===== src/rtl/pc_sequencer_if.sv =====
// Control-side bundle for pc_sequencer: load/source select and targets in, PC state and RAS status out.
interface pc_sequencer_if #(
  parameter int ADDR_W    = 32,
  parameter int RAS_DEPTH = 4
);
  localparam int CNT_W = $clog2(RAS_DEPTH) + 1;

  logic              load;
  logic [1:0]        src;
  logic              taken;
  logic [ADDR_W-1:0] offset;
  logic [ADDR_W-1:0] target;
  logic              call;
  logic [ADDR_W-1:0] pc;
  logic [ADDR_W-1:0] npc;
  logic [CNT_W-1:0]  ras_count;
  logic              ras_ovf;
  logic              ras_unf;
  logic              misalign;
  logic [ADDR_W-1:0] bad_addr;

  modport master (
    output load, src, taken, offset, target, call,
    input  pc, npc, ras_count, ras_ovf, ras_unf, misalign, bad_addr
  );

  modport slave (
    input  load, src, taken, offset, target, call,
    output pc, npc, ras_count, ras_ovf, ras_unf, misalign, bad_addr
  );
endinterface


===== src/rtl/pc_sequencer.sv =====
// PC/NPC sequencer with seq/branch/jump/return selection and a circular return-address stack.
// Optional target alignment rejection is enabled by defining PC_ALIGN_CHECK_EN.
module pc_sequencer #(
  parameter int                ADDR_W    = 32,
  parameter logic [ADDR_W-1:0] RESET_VEC = '0,
  parameter int                INC_SHIFT = 2,
  parameter int                RAS_DEPTH = 4
) (
  input logic          clk,
  input logic          reset,
  pc_sequencer_if.slave bus
);
  localparam int PTR_W = $clog2(RAS_DEPTH);
  localparam int CNT_W = PTR_W + 1;
  localparam logic [ADDR_W-1:0] INC = {{(ADDR_W-1){1'b0}}, 1'b1} << INC_SHIFT;

  logic [ADDR_W-1:0] pc_q;
  logic [ADDR_W-1:0] npc_q;
  logic [ADDR_W-1:0] ras_mem [RAS_DEPTH];
  logic [PTR_W-1:0]  wr_ptr;
  logic [CNT_W-1:0]  count;
  logic              ovf_q;
  logic              unf_q;

  logic [PTR_W-1:0]  top_ptr;
  logic              ras_empty;
  logic              ras_full;
  logic [ADDR_W-1:0] nxt;
  logic              do_push;
  logic              do_pop;
  logic              pop_unf;
  logic              bad_align;

  assign top_ptr   = wr_ptr - 1'b1;
  assign ras_empty = (count == '0);
  assign ras_full  = (count == CNT_W'(RAS_DEPTH));

  always_comb begin
    nxt     = npc_q;
    do_push = 1'b0;
    do_pop  = 1'b0;
    pop_unf = 1'b0;
    case (bus.src)
      2'b00: nxt = npc_q;
      2'b01: nxt = bus.taken ? (npc_q + (bus.offset << INC_SHIFT)) : npc_q;
      2'b10: begin
        nxt     = bus.target;
        do_push = bus.call;
      end
      default: begin
        if (ras_empty) begin
          pop_unf = 1'b1;
        end else begin
          nxt    = ras_mem[top_ptr];
          do_pop = 1'b1;
        end
      end
    endcase
  end

  // A rejected target still consumes a popped entry; only the PC update and push are blocked.
  always_ff @(posedge clk or negedge reset) begin
    if (!reset) begin
      pc_q   <= RESET_VEC;
      npc_q  <= RESET_VEC + INC;
      wr_ptr <= '0;
      count  <= '0;
      ovf_q  <= 1'b0;
      unf_q  <= 1'b0;
    end else begin
      ovf_q <= 1'b0;
      unf_q <= 1'b0;
      if (bus.load) begin
        unf_q <= pop_unf;
        if (do_pop) begin
          wr_ptr <= top_ptr;
          count  <= count - 1'b1;
        end
        if (!bad_align) begin
          pc_q  <= nxt;
          npc_q <= nxt + INC;
          if (do_push) begin
            wr_ptr <= wr_ptr + 1'b1;
            if (ras_full) ovf_q <= 1'b1;
            else          count <= count + 1'b1;
          end
        end
      end
    end
  end

  // When full, wr_ptr already points at the oldest entry, so a push overwrites it.
  always_ff @(posedge clk) begin
    if (bus.load && do_push && !bad_align) ras_mem[wr_ptr] <= npc_q;
  end

`ifdef PC_ALIGN_CHECK_EN
  logic              mis_q;
  logic [ADDR_W-1:0] bad_q;

  assign bad_align = ((nxt & (INC - 1'b1)) != '0);

  always_ff @(posedge clk or negedge reset) begin
    if (!reset) begin
      mis_q <= 1'b0;
      bad_q <= '0;
    end else begin
      mis_q <= bus.load & bad_align;
      if (bus.load && bad_align) bad_q <= nxt;
    end
  end

  assign bus.misalign = mis_q;
  assign bus.bad_addr = bad_q;
`else
  assign bad_align    = 1'b0;
  assign bus.misalign = 1'b0;
  assign bus.bad_addr = '0;
`endif

  assign bus.pc        = pc_q;
  assign bus.npc       = npc_q;
  assign bus.ras_count = count;
  assign bus.ras_ovf   = ovf_q;
  assign bus.ras_unf   = unf_q;
endmodule


===== src/flat_wrapper.sv =====
// flat-port wrapper written by rule: the top's interface ports become plain ports
module pc_sequencer_flat 
#(
  parameter int                ADDR_W    = 32,
  parameter logic [ADDR_W-1:0] RESET_VEC = '0,
  parameter int                INC_SHIFT = 2,
  parameter int                RAS_DEPTH = 4
)
  (clk, reset, bus_load, bus_src, bus_taken, bus_offset, bus_target, bus_call, bus_pc, bus_npc, bus_ras_count, bus_ras_ovf, bus_ras_unf, bus_misalign, bus_bad_addr);
  pc_sequencer_if #(.ADDR_W(ADDR_W), .RAS_DEPTH(RAS_DEPTH)) bus_i ();
  input logic clk;
  input logic reset;
  input wire logic [$bits(bus_i.load)-1:0] bus_load;
  input wire logic [$bits(bus_i.src)-1:0] bus_src;
  input wire logic [$bits(bus_i.taken)-1:0] bus_taken;
  input wire logic [$bits(bus_i.offset)-1:0] bus_offset;
  input wire logic [$bits(bus_i.target)-1:0] bus_target;
  input wire logic [$bits(bus_i.call)-1:0] bus_call;
  output wire logic [$bits(bus_i.pc)-1:0] bus_pc;
  output wire logic [$bits(bus_i.npc)-1:0] bus_npc;
  output wire logic [$bits(bus_i.ras_count)-1:0] bus_ras_count;
  output wire logic [$bits(bus_i.ras_ovf)-1:0] bus_ras_ovf;
  output wire logic [$bits(bus_i.ras_unf)-1:0] bus_ras_unf;
  output wire logic [$bits(bus_i.misalign)-1:0] bus_misalign;
  output wire logic [$bits(bus_i.bad_addr)-1:0] bus_bad_addr;
  assign bus_i.load = bus_load;
  assign bus_i.src = bus_src;
  assign bus_i.taken = bus_taken;
  assign bus_i.offset = bus_offset;
  assign bus_i.target = bus_target;
  assign bus_i.call = bus_call;
  assign bus_pc = bus_i.pc;
  assign bus_npc = bus_i.npc;
  assign bus_ras_count = bus_i.ras_count;
  assign bus_ras_ovf = bus_i.ras_ovf;
  assign bus_ras_unf = bus_i.ras_unf;
  assign bus_misalign = bus_i.misalign;
  assign bus_bad_addr = bus_i.bad_addr;
  pc_sequencer #(.ADDR_W(ADDR_W), .RESET_VEC(RESET_VEC), .INC_SHIFT(INC_SHIFT), .RAS_DEPTH(RAS_DEPTH)) u_core (.clk(clk), .reset(reset), .bus(bus_i));
endmodule

===== config.mk =====
export PLATFORM = sky130hd
export DESIGN_NAME = pc_sequencer_flat
export DESIGN_NICKNAME = d
export VERILOG_FILES = /design/src/rtl/pc_sequencer_if.sv /design/src/rtl/pc_sequencer.sv /design/src/flat_wrapper.sv
export SDC_FILE = /design/constraint.sdc
export NUM_CORES = 1
export LEC_CHECK = 0
export CAP_MARGIN = 25
export CELL_PAD_IN_SITES_DETAIL_PLACEMENT = 1
export CELL_PAD_IN_SITES_GLOBAL_PLACEMENT = 2
export CORE_MARGIN = 2
export CORE_UTILIZATION = 37
export CTS_BUF_LIST = sky130_fd_sc_hd__clkbuf_8
export DETAILED_ROUTE_END_ITERATION = 8
export GPL_TIMING_DRIVEN = 0
export PLACE_DENSITY = 0.9
export SLEW_MARGIN = 20
export SYNTH_ARGS = -nofsm -noshare
export SYNTH_HDL_FRONTEND = slang
export SYNTH_SLANG_ARGS = --single-unit

===== constraint.sdc =====
create_clock -name clk -period 4.9 [get_ports clk]
set_input_delay 0.98 -clock clk [delete_from_list [all_inputs] [get_ports clk]]
set_output_delay 0.98 -clock clk [all_outputs]
set_load 0.005 [all_outputs]

### Yosys cells after proc, flatten, opt, wreduce, memory -nomap -nowiden

Memory sizes are Yosys's and may differ from the RTL's.
Cells that the tools add are included.
W data, S select, Z words.

* register bits after elaboration: 71
* RAM bits: 128
* bits of input ports: 71
* output and inout port bits: 102
* logic and storage cells: 41
* memories kept: 1

Memories
* u_core.ras_mem: words 4, bits a word 32, rd ports 1, clocked after memory_dff 0, wr ports 1, RTL line pc_sequencer.sv:19 `logic [ADDR_W-1:0] ras_mem [RAS_DEPTH];`

* add/sub/neg operators: 6
* equality and inequality tests: 3
* muxes and demuxes: 19
* reduce and logical (&&, ||, !) cells: 6

Operators with widths (number)
* $pmux W32 S3: 1
* $mux W32: 2
* $add A32 B3 Y32 const B: 1
* $add A32 B32 Y32: 1
* $mux W1: 11
* $mux W3: 3
* $mux W2: 2
* $add A3 B1 Y3 const B: 1
* $eq A3 B3 Y1 const B: 1
* $logic_not A3 Y1: 1
* $reduce_or A3 Y1: 1
* $sub A3 B1 Y3 const B: 1
* $add A2 B1 Y2 const B: 1
* $eq A2 B1 Y1 const B: 1
* $eq A2 B2 Y1 const B: 1
* $logic_not A2 Y1: 1
* $reduce_and A2 Y1: 1
* $reduce_bool A2 Y1: 1
* $sub A2 B1 Y2 const B: 1
* $logic_and A1 B1 Y1: 1

### Depth between registers and ports, before layout

Gate-level depths: netlist of run 1.

* depth after elaboration: 6
* gate-level depth with buffers: 19
* gate-level depth less buffers: 13

### Worst setup path after synthesis of run 1

No wires, ideal clock.

* kind: in2reg
* start: input port bus_offset[0]
* end: register u_core.npc_q[27] (netlist: u_core.bus.npc[27])
* library setup time: 125 ps
* arrival time: 4231 ps
* data required time: 4775 ps
* slack: 545 ps
* cell stages on the path: 13
* buffers on the path: 0
* cell sequence: ha_1 fa_1 a21oi_1 o2111ai_1 a31oi_1 o31ai_1 or4b_4 nor4b_4 nand4_2 nor4_1 nand3b_1 xor2_1 mux2_2

* word-level cells in the longest chain between the ends: 4

RTL lines
* start, declared: RTL line flat_wrapper.sv:16 `input wire logic [$bits(bus_i.offset)-1:0] bus_offset;`
* $add A32 B32 Y32: RTL line pc_sequencer.sv:45 `2'b01: nxt = bus.taken ? (npc_q + (bus.offset << INC_SHIFT)) : npc_q;`
* $mux W32: RTL line pc_sequencer.sv:45
* $pmux W32 S3: RTL line pc_sequencer.sv:43 `case (bus.src)`
* $add A32 B3 Y32: RTL line pc_sequencer.sv:81 `npc_q <= nxt + INC;`
* end signal, assigned: RTL line pc_sequencer.sv:65 `npc_q <= RESET_VEC + INC;`
* end signal, assigned: RTL line pc_sequencer.sv:81
* end, declared: RTL line pc_sequencer.sv:18 `logic [ADDR_W-1:0] npc_q;`

No other way between the ends.
A chain may end at the register's enable or synchronous reset.

### Final worst setup path of run 1

* start: input port bus_offset[0]
* end: register u_core.npc_q[31] (netlist: u_core.bus.npc[31])

Same word-level chain as after synthesis.

==> impl.org, run 1 <==
** Pwr
- Total power after layout :: 7668 uW
- Power spread over the standard cell area amounts to 544.1 nW/um2.
- Leakage power figure :: 0.005220 uW
- Across the VDD grid, the largest voltage drop is 0.1852 mV.

** CTS
- TritonCTS clock tree :: yes
- Clock-pin slew was measured on the worst setup and hold paths at 0.12 ns.
- Root buffer selected by CTS :: clkbuf_8
- Count of hold buffers inserted by post-cts repair :: 0
- Clock sink count :: 197
- Counting the buffers created by CTS gives 17.
- No sink is reached through more buffers than the 2 on the longest clock path.
- Worst-Skew Late Latency :: 0.49 ns
- In this run the number of H-tree levels came out at 4.

** Yosys
- Yosys warning count :: 0
- The cell count after synthesis came out at 988.
- Post-synth ARST share :: 35.03%
- The number of different library cells used by synthesis comes to 81.
- By area the synthesized netlist is led by edfxtp_1 (34%), dfrtp_1 (15%), mux4_2 (6.3%), ha_1 (4.1%), a21oi_1 (3.2%).
- Share of the synthesized area in the top cell type :: 33.79%
- Mean post-synth cell area :: 11.51 um2
- After synthesis, flip-flops and latches occupy 48.98% of the total area.
- Post-Syn Area :: 11370 um2
- The biggest area contributor in the post-synthesis netlist is edfxtp_1.
- For this run, the leading register cell type out of synthesis is edfxtp_1.
- Counting instances in the post-synthesis netlist gives the leading cell types as edfxtp_1 (128), nor2_1 (81), a21oi_1 (72).
- Post-synth EDFFs :: 128
- Number of register bits inferred by synthesis :: 197
- edfxtp_1 is the most common cell in the netlist.

** Placement
- Global placement routability congestion :: 0.9175
- I/O Buffers :: 135
- Total half-perimeter wirelength after legalization and detailed placement :: 28750 um
- Worst slack at placement :: -1.013 ns

** Timing
- Least-Margin Pin Slew :: 1.142 ns
- Setup repair after global routing could not meet its margin everywhere.
- The count of final max-slew check failures is 0.
- Of the available clock period, the critical path in the final layout requires 98.54%.
- Final worst clock skew :: 0.01780 ns
- The number of hold-slack violations in the final timing report was 0.
- The routed design could run at a clock period as short as 4.828 ns.
- Hold timing on the final database bottoms out at a slack of 0.3916 ns.
- Derived from the worst setup path, the maximum achievable clock frequency is 207.1 MHz.
- Final sum of negative setup slack :: 0 ns
- Number of setup violations in the final report :: 0
- Setup slack on the critical path of the routed design comes to 0.07173 ns.
- The worst pin sits at a relative slew slack of 23.86%.

** Floorplan
- Vertical die dimension :: 179.3 um
- Initial standard-cell utilization of the core :: 37.38%
- The die covers 32160 um2.
- After floorplanning, the core was sized to cover 30430 um2.
- For this design the top-level I/O count stands at 173.
- The die is 179.3 um wide.
- After floorplanning, the core was divided into 64 placement rows.

** Finish
- Area growth syn-to-layout :: 23.89%
- Layout cell share with drive strength beyond 1 :: 18.11%
- Number of diodes added for antenna fixing :: 0
- Number of nets in the finished design :: 1294

** Setup path
- The largest single stage delay on the critical path is 0.59 ns.
- Critical path launch point type :: primary input
- The endpoint identified for the worst register-to-register timing path is u_core.bus.npc[31].
- Counting both buffers and inverters, the worst setup path holds a total of 1.
- Cell type group with the largest total delay on the critical path :: simple AND/OR/NAND/NOR gates
- Data on the critical path is required at its endpoint by 5.34 ns.
- Measured in cells, the most critical reg-to-reg path has a length of 17.
- Element type at the critical path end :: flip-flop
- The worst register-to-register path begins at u_core.wr_ptr[0].
- Worst-case register-to-register setup slack :: 0.22 ns
- By instance count, the cell type seen most on the critical path is nor4b_4.
- Max FO, Critical Path :: 5
- The signal on the critical path passes through clkdlybuf4s50_1 -> ha_1 -> fa_2 -> a21oi_4 -> o2111ai_2 -> a31oi_2 -> o31ai_2 -> or4b_4 -> nor4b_4 -> nand4_4 -> nor4b_4 -> nand2_2 -> a2111oi_4 -> o211a_1.
- Worst Path Class, Setup :: primary input to flip-flop
- Crit. path cell count :: 14
- Arr. time, crit path :: 5.27 ns
- Among all stages on the critical path, the largest delay is contributed by or4b_4.

** Drt
- Starting DRT DRC Count :: 1000
- Antenna-violating nets left :: 0
- In the routed layout, each cell is associated on average with a via count of 5.795.
- WL final :: 39170 um
- Via Count :: 9237
- First-pass iteration count of the detailed router :: 6
- Wire length per cell :: 24.57 um
- In the routed design, unresolved DRC markers number 0.

** GRT
- The via count of the first global-routing pass came to 9315.
- Entering global routing, the biggest net connects 45 pins.
- Met3 Track Usage GR :: 4.030%
- Global routing consumed, on the met1 layer, 34.85% of the routing resources.
- Global-route layer with the greatest usage :: met2
- Gr usage total :: 24.63%
- Aggregate global routing overflow :: 0
- The first global-routing pass estimated 58040 um of wire.
- Number of antenna violations at the first check in global routing :: 0
- Global Route met2 Usage :: 39.61%

** Run
- Max-cap violations in this run came to 0.

** Min path
- The min-delay analysis places its worst path in the category primary input to asynchronous set/reset pin.

** Run status
- The flow ran to the end, and the final reports show no timing, DRC or antenna violations.
## through the flow
stage          area [um2]  instances  utilization, %
2_1_floorplan       11490       1020               -
3_5_place_dp        13450       1556           44.21
4_1_cts             13980       1588           45.95
3_3_place_gp        13340       1551           43.84
6_report            14090       1594           46.31
5_1_grt             14090       1594           46.31
## cells by family after synthesis
kind of cell               synth area share [%]
adders and majority gates                 4.246
buffers and inverters                     5.027
muxes                                     10.81
and+or+nand+nor                           12.12
other                                   0.03297
DFF                                       48.98
AOI/OAI and AO/OA                         15.31
xor gates and xnor gates                  3.465
## routing by layer
| metal | vias to the layer above | wire length [um] |
|---|---|---|
| li1 | 4069 | - |
| met1 | 4778 | 17400 |
| met2 | 346 | 18590 |
| met3 | 44 | 2391 |
| met4 | 0 | 788 |
| met5 | - | 0 |
## report_power, final
group | total [uW] | internal, uW | switching, uW
logic | 3910 | 1840 | 2070
registers | 2660 | 2180 | 481
clock network | 1090 | 385 | 709
## cell usage in the layout, fill, tap and decap left out, types with 5 or more instances in the layout
master,instances
and3_1,10
o21ai_0,52
nor2b_1,8
edfxtp_1,128
o31ai_1,5
buf_4,45
nand2b_1,11
mux2_2,31
inv_1,16
xor2_1,20
ha_1,37
nand3_1,17
clkbuf_8,18
o211ai_1,8
clkdlybuf4s50_1,134
o221ai_1,9
nand4_1,6
inv_6,5
o21a_1,11
nand2_1,67
nor3_1,9
a21o_1,16
nor2_1,81
mux4_2,32
buf_12,5
a21oi_1,70
buf_2,11
conb_1,33
o22ai_1,11
nor3b_1,5
a31oi_1,11
mux2i_1,16
dfrtp_1,68
xnor2_1,25
clkbuf_1,28
a22oi_1,6
## flip-flops by register name (all words and copies together), names as in the netlist, named ones only
register              cells
u_core.bus.pc            30
u_core.bus.ras_ovf        1
u_core.ras_mem          128
u_core.bus.npc           30
u_core.wr_ptr             2
u_core.bus.ras_count      3
u_core.bus.ras_unf        1
## repair_timing
action | in CTS | in global routing
hold endpoints to repair | 0 | 0
gates resized for setup | 26 | 15
buffers inserted | 0 | 6
setup endpoints to repair | 22 | 8
pin swaps | 1 | 6
## worst register-to-register path: stages, from the launching register on
cell	delay (ns)
dfrtp_1	0.43
buf_6	0.18
buf_12	0.18
buf_8	0.20
buf_8	0.20
inv_1	0.12
ha_1	0.31
clkbuf_4	0.19
mux4_2	0.25
o221a_2	0.20
o31ai_2	0.16
or4b_4	0.59
nor4b_4	0.35
nand4_4	0.20
nor4b_4	0.39
nand2_2	0.14
a2111oi_4	0.34
o211a_1	0.19
## worst max-delay path by stage
stage / startpoint / endpoint
final: bus_offset[0] / u_core.bus.npc[31]
after global routing: bus_offset[0] / u_core.bus.npc[31]
after CTS: bus_offset[0] / u_core.bus.npc[31]
after detailed placement: u_core.wr_ptr[0] / u_core.bus.npc[27]
after global placement: u_core.wr_ptr[0] / u_core.bus.npc[27]
after floorplan: bus_offset[0] / u_core.bus.npc[27]
## area by class of cell
cell class | instances | area [um2]
tap | 396 | 495.5
inverter | 18 | 67.56
timing repair buffer | 146 | 1501
clock inverter | 15 | 160.2
sequential | 197 | 5572
multi-input combinational | 718 | 5510
clock buffer | 17 | 234.0
buffer | 87 | 551.8
fill | 3281 | 16340
No activity file was read; power rests on OpenSTA's default activity.
==> run 2, diff against run 1 <==
Settings changed: REMOVE_ABC_BUFFERS set to 1.
==> impl.org, run 2 (synthesis results as in run 1) <==
** Run status
- The run finished with clean final reports.

** GRT
- Aggregate global routing overflow :: 0
- The first global-routing pass estimated 53280 um of wire.
- Via count of the first global-routing pass :: 8772
- Entering global routing, the biggest net connects 67 pins.
- The initial antenna violation count is 0.
- Global routing used 22.23% of the available tracks across all layers.

** CTS
- After clock tree synthesis, the clock-pin slew on the worst setup and hold paths is 0.12 ns.
- The H-tree was split into 4 levels.
- Number of clock buffers inserted by TritonCTS :: 17
- Count of hold buffers inserted by post-cts repair :: 0
- The tree is rooted in a clkbuf_8.
- The tree built by TritonCTS fans out to 197 sinks.
- Worst-Skew Late Latency :: 0.48 ns
- TritonCTS clock tree :: yes
- In this run the deepest clock path goes through 2 buffers.

** Floorplan
- The die covers 32160 um2.
- Std cell rows :: 64
- Vertical die dimension :: 179.3 um
- 173 I/O pins were placed.
- From left edge to right edge, the die measures 179.3 um.
- Core ar. :: 30430 um2
- The initial utilization of the core area, before any placement, comes to 37.38%.

** Setup path
- The slowest stage of the critical path is the or4b_4 cell.
- Critical path launch point type :: primary input
- Among the stages of the critical path, the cell type that occurs most often is nor4b_4.
- On the critical path the largest part of the delay comes from simple AND/OR/NAND/NOR gates.
- The worst setup path is captured at a flip-flop.
- By startpoint and endpoint, the worst setup path is classified as primary input to flip-flop.
- The signal on the critical path passes through clkdlybuf4s50_1 -> ha_1 -> fa_2 -> a21oi_4 -> o2111ai_4 -> a31oi_2 -> o31ai_2 -> or4b_4 -> nor4b_4 -> nand4_4 -> nor4b_4 -> nand2_2 -> a2111oi_4 -> o211a_1.
- Sum of buffers and inverters on the critical path :: 1
- Arr. time, crit path :: 5.16 ns
- The largest single stage delay on the critical path is 0.57 ns.
- STA puts the critical path data required time at 5.33 ns.
- In this run the worst path has a maximum fanout of 4.

** Placement
- In this run the cell area measured after placement is 13070 um2.
- The count of buffers added on input and output ports is 137.
- Global placement routability congestion :: 0.8624
- Worst slack at placement :: -1.229 ns
- Total half-perimeter wirelength after legalization and detailed placement :: 24810 um

** Finish
- Layout cell share with drive strength beyond 1 :: 15.13%
- With fillers left out, the area of the finished cells amounts to 13640 um2.
- Most frequent standard cell in the layout excluding fill and tap cells :: clkdlybuf4s50_1
- Ranked by flip-flop count, first place goes to u_core.ras_mem.
- Number of diodes added for antenna fixing :: 0
- Multi-input combinational cell area :: 5504 um2
- Most frequent cells in the layout :: clkdlybuf4s50_1 (132), edfxtp_1 (128), nor2_1 (81), a21oi_1 (70)
- Registers take 5575 um2.
- Fill cells in the final layout number 3283.
- Number of nets in the finished design :: 1213
- Relative to the synthesized area, the layout overhead comes to 19.93%.
- The register with the most flip-flops in the layout has 128 of them.

** Timing
- In the post-route analysis, the smallest setup slack over all paths is 0.1669 ns.
- Number of setup violations in the final report :: 0
- The number of hold-slack violations in the final timing report was 0.
- For this run, the top clock speed supported by timing is 211.3 MHz.
- In the finished design, the share of the clock period the worst path needs comes to 96.59%.
- Least-Margin Pin Slew :: 1.002 ns
- Minimum period implied by the final worst setup slack :: 4.733 ns
- Clock skew on the completed layout was measured at 0.01702 ns.
- Across all hold checks on the routed design, the worst slack comes to 0.4299 ns.
- Final sum of negative setup slack :: 0 ns
- Measured against its own limit, the worst slew margin works out to 33.23%.
- Number of pins with negative max-slew slack in the final report :: 0

** Drt
- After detailed routing, the average wire length per cell comes to 23.20 um.
- DRC viols :: 0
- Antenna-violating nets left :: 0
- The pre-antenna-repair detailed-routing pass consisted of 6 iterations.
- Dividing the detail-routed via count by the number of cells gives 5.679.
- The detailed router finished its first iteration with 607 violations.
- After detailed routing, the total wire length is 35100 um.
- The final route contains 8593 vias.

** Pwr
- The design draws 7383 uW.
- Sequential share of power :: 35.2%
- For this design the total switching power over the nets is 3004 uW.
- The internal portion of the total power is 4380 uW.
- Across the VDD grid, the largest voltage drop is 0.2787 mV.
- Clock network fraction of total power :: 14.4%
- Power density cells :: 541.2 nW/um2
- Per report_power, the combinational group accounts for 50.4% of the total.
- Leakage power figure :: 0.004934 uW
- Net switching is 40.68% of the power.

** Run
- Across the run, the number of max-cap violations was 0.

** Min path
- The worst hold path belongs to the class primary input to asynchronous set/reset pin.
[run 2: per-stage QoR]
step	std cells	utilization, %
after global placement	1466	42.25
after global routing	1513	44.83
final	1513	44.83
after CTS	1510	44.48
after floorplan	933	-
after detailed placement	1474	42.94
[run 2: worst register-to-register path: cells and delay by family (launching register included)]
kind                       cells  cell delay [ns]
AOI/OAI and AO/OA              4             0.90
adders and majority gates      1             0.54
buffers and inverters          3             0.58
DFF                            1             0.45
muxes                          1             0.21
and+or+nand+nor                5             1.71
[run 2: layer usage]
layer | track usage [%] | wire length (um)
met2 | 37.15 | 17250
met3 | 3.186 | 1550
met4 | 4.503 | 351
met5 | 0 | 0
met1 | 30.95 | 15950
[run 2: final timing paths]
check | start | slack (ns) | depth (start not counted) | to
worst max-delay path | bus_offset[0] | 0.17 | 14 | u_core.bus.npc[31]
worst min-delay path | reset | 0.43 | 1 | u_core.bus.npc[6]
min in group clk | u_core.bus.pc[12] | 0.50 | 2 | u_core.bus.pc[12]
worst min register to register | u_core.bus.pc[12] | 0.50 | 2 | u_core.bus.pc[12]
worst max register to register | u_core.wr_ptr[0] | 0.44 | 14 | u_core.bus.npc[31]
max in group asynchronous | reset | 3.87 | 2 | u_core.bus.ras_count[1]
[run 2: power groups by stage]
stage / sequential [uW] / combinational, uW / clock (uW)
floorplan: 2580 / 2160 / 0
global placement: 2680 / 3370 / 0
detailed placement: 2670 / 3540 / 0
CTS: 2640 / 3620 / 1080
global route: 2660 / 4050 / 1130
finish: 2600 / 3720 / 1060
[run 2: timing repair]
action / in CTS / in global routing
setup endpoints to repair: 17 / 7
pin swaps: 6 / 5
setup buffers: 4 / 3
resized for setup: 13 / 14
[run 2: final cells by class]
| type | count | share of cell area, % |
|---|---|---|
| Clock buffer | 17 | 1.715 |
| Clock inverter | 15 | 1.073 |
| Inverter | 18 | 0.5044 |
| Multi-Input combinational cell | 718 | 40.35 |
| Sequential cell | 197 | 40.87 |
| Tap cell | 396 | 3.632 |
| Timing Repair Buffer | 152 | 11.86 |
==> run 3, diff against run 2 <==
Settings changed: CORE_UTILIZATION 37 to 44, DONT_BUFFER_PORTS set to 1, PLACE_DENSITY 0.9 to 0.91.
==> impl.org, run 3 (synthesis results as in run 1) <==
** Pwr
- Internal portion of total power :: 3971 uW
- Clock network fraction of total power :: 16.2%
- Total power after layout :: 6766 uW
- Switching component of the power :: 2794 uW
- Dividing total power by cell area gives a power density of 561.3 nW/um2.
- Sequential share of power :: 39.2%
- Leakage power figure :: 0.004362 uW
- Net Sw Frac :: 41.30%
- IR analysis of the VDD net gives a maximum drop of 0.3338 mV.
- Combinational cells account for 44.5% of the total power.

** Setup path
- Count of cells along the worst register-to-register path :: 12
- In this run the critical register-to-register path is launched from u_core.bus.npc[8].
- The worst register-to-register path ends at u_core.bus.npc[28].
- The worst register-to-register path has a setup slack of 0.27 ns.
- Element type at the critical path end :: flip-flop
- Critical path launch point type :: flip-flop
- Arr. time, crit path :: 5.01 ns
- Max FO, Critical Path :: 9
- At the worst endpoint, the required time is 5.28 ns.
- Worst Path Class, Setup :: flip-flop to flip-flop

** CTS
- TritonCTS built the clock tree.
- Hold repair after CTS inserted 0 buffers.
- Worst-Skew Late Latency :: 0.49 ns
- After clock tree synthesis, the clock-pin slew on the worst setup and hold paths is 0.11 ns.
- The H-tree was split into 4 levels.
- Clock sink count :: 197
- Root buffer selected by CTS :: clkbuf_8
- Largest buffer count on any clock path :: 2
- Buffers inserted during clock tree synthesis total 17.

** Drt
- The pre-antenna-repair detailed-routing pass consisted of 5 iterations.
- The detailed router placed 8033 vias in this run.
- In this run, the number of DRC markers left after iteration 0 of detailed routing was 538.
- In the final routed layout, each cell accounts on average for 25.59 um.
- DRC viols :: 0
- In the routed layout, each cell is associated on average with a via count of 6.141.
- Wires add up to 33470 um.
- Antenna-violating nets left :: 0

** Floorplan
- The total area inside the core boundary comes to 25250 um2.
- The die is 164.8 um wide.
- The floorplan step set the die height to 164.8 um.
- Std cell rows :: 58
- The floorplan step defined a die boundary enclosing 27150 um2.
- During I/O placement, the number of pins put on the boundary was 173.
- Initial standard-cell utilization of the core :: 45.04%

** GRT
- Global routing consumed, on the met3 layer, 5.952% of the routing resources.
- For met2 alone, demand over resource in global routing was 41.42%.
- Global-route layer with the greatest usage :: met2
- The initial antenna violation count is 2.
- Entering global routing, the biggest net connects 90 pins.
- Met1 demand-to-capacity share in global routing :: 32.93%
- Global routing used 25.09% of the available tracks.
- Via count of the first global-routing pass :: 8309
- First-pass GRT wire length :: 50400 um
- For this run the aggregate overflow at the end of global routing stands at 0.

** Timing
- The routed design could run at a clock period as short as 4.629 ns.
- The number of hold-slack violations in the final timing report was 0.
- Number of setup violations in the final report :: 0
- The worst pin sits at a relative slew slack of 32.77%.
- For the pin with the worst max-slew slack, the measured transition is 1.008 ns.
- Final worst clock skew :: 0.01709 ns
- After layout, the worst path uses 94.46% of the clock period.
- Number of pins with negative max-slew slack in the final report :: 0
- Achievable frequency :: 216.0 MHz
- Setup repair after global routing left no endpoint under its margin.

** Finish
- Counting flops per register, the top entry is u_core.ras_mem.
- Of the cells placed in the final design, the portion with a size suffix greater than 1 is 15.25%.
- End-of-flow core utilization :: 47.73%
- From synthesis to final layout, the design area changed by 5.962%.
- Number of nets in the finished design :: 1073
- Most frequent cells in the layout :: edfxtp_1 (128), nor2_1 (81), a21oi_1 (72), nand2_1 (67), dfrtp_1 (67)
- Most frequent standard cell in the layout excluding fill and tap cells :: edfxtp_1
- Number of flip-flops under the largest register name :: 128

** Placement
- Global placement routability congestion :: 0.8820
- I/O Buffers :: 0
- Once detailed placement completed, the half-perimeter wirelength came to 23310 um.

** Min path
- The path class of the tightest hold or removal check is primary input to asynchronous set/reset pin.

** Run
- The tool flagged a number of max-cap violations equal to 0.

** Run status
- Outcome :: finished, final reports clean
==> run 3: worst max path at each step <==
stage,start,cells past startpoint,slack [ns],endpoint
finish,u_core.bus.npc[8],12,0.27,u_core.bus.npc[28]
global route,u_core.bus.npc[8],12,0.01,u_core.bus.npc[28]
CTS,u_core.bus.ras_count[0],13,0.1,u_core.bus.npc[31]
detailed placement,bus_src[1],11,-0.43,u_core.bus.npc[27]
global placement,u_core.wr_ptr[0],12,-2.37,u_core.bus.npc[27]
floorplan,u_core.wr_ptr[0],12,-0.48,u_core.bus.npc[27]
==> run 3: critical path: stages (launching register included) <==
cell and delay, ns:
dfrtp_1 0.51, ha_1 0.45, a21oi_1 0.35, o21ai_0 0.20, a41o_1 0.34, nor4_1 0.68, o21ai_0 0.35, a31oi_4 0.29
nand3_1 0.28, nor4b_4 0.45, nand4_1 0.17, xnor2_1 0.17, mux2_2 0.28
==> run 3: final cells by class <==
type                            count  area (um2)
Timing Repair Buffer               12       193.9
Fill cell                        2677       13200
Tap cell                          330       412.9
Multi-Input combinational cell    718        5404
Antenna cell                        1       2.502
Inverter                           18       67.56
Clock inverter                     14       148.9
Sequential cell                   197        5575
Clock buffer                       18       247.7
==> run 3: timing repair <==
action | in CTS | in global routing
resized for setup | 3 | 4
endpoints found under the setup margin | 5 | 6
pin swaps | 0 | 1
setup buffers | 0 | 4
==> run 3: power by group through the flow <==
stage,clock network (uW),registers [uW],logic [uW]
after floorplan,0,2580,2160
after global placement,0,2760,2720
after detailed placement,0,2740,2900
after CTS,1110,2700,2950
after global routing,1180,2730,3280
final,1100,2650,3010
==> run 3: stage by stage <==
stage | setup WS (ns) | cells | hold WS (ns) | setup TNS [ns] | cell area [um2]
floorplan | -0.4801 | 933 | 0.4763 | -2.984 | 10990
global placement | -2.367 | 1263 | 0.5167 | -63.46 | 11400
detailed placement | -0.4306 | 1270 | 0.5247 | -2.118 | 11560
CTS | 0.09576 | 1302 | 0.1477 | 0 | 11970
global route | 0.009696 | 1308 | 0.1363 | 0 | 12050
finish | 0.2714 | 1308 | 0.1660 | 0 | 12050
==> run 3: per-layer routing <==
layer / wire length [um] / share of wire (%)
met5: 16 / 0.048
met4: 651 / 1.9
met3: 2122 / 6.3
met2: 16230 / 48
met1: 14450 / 43
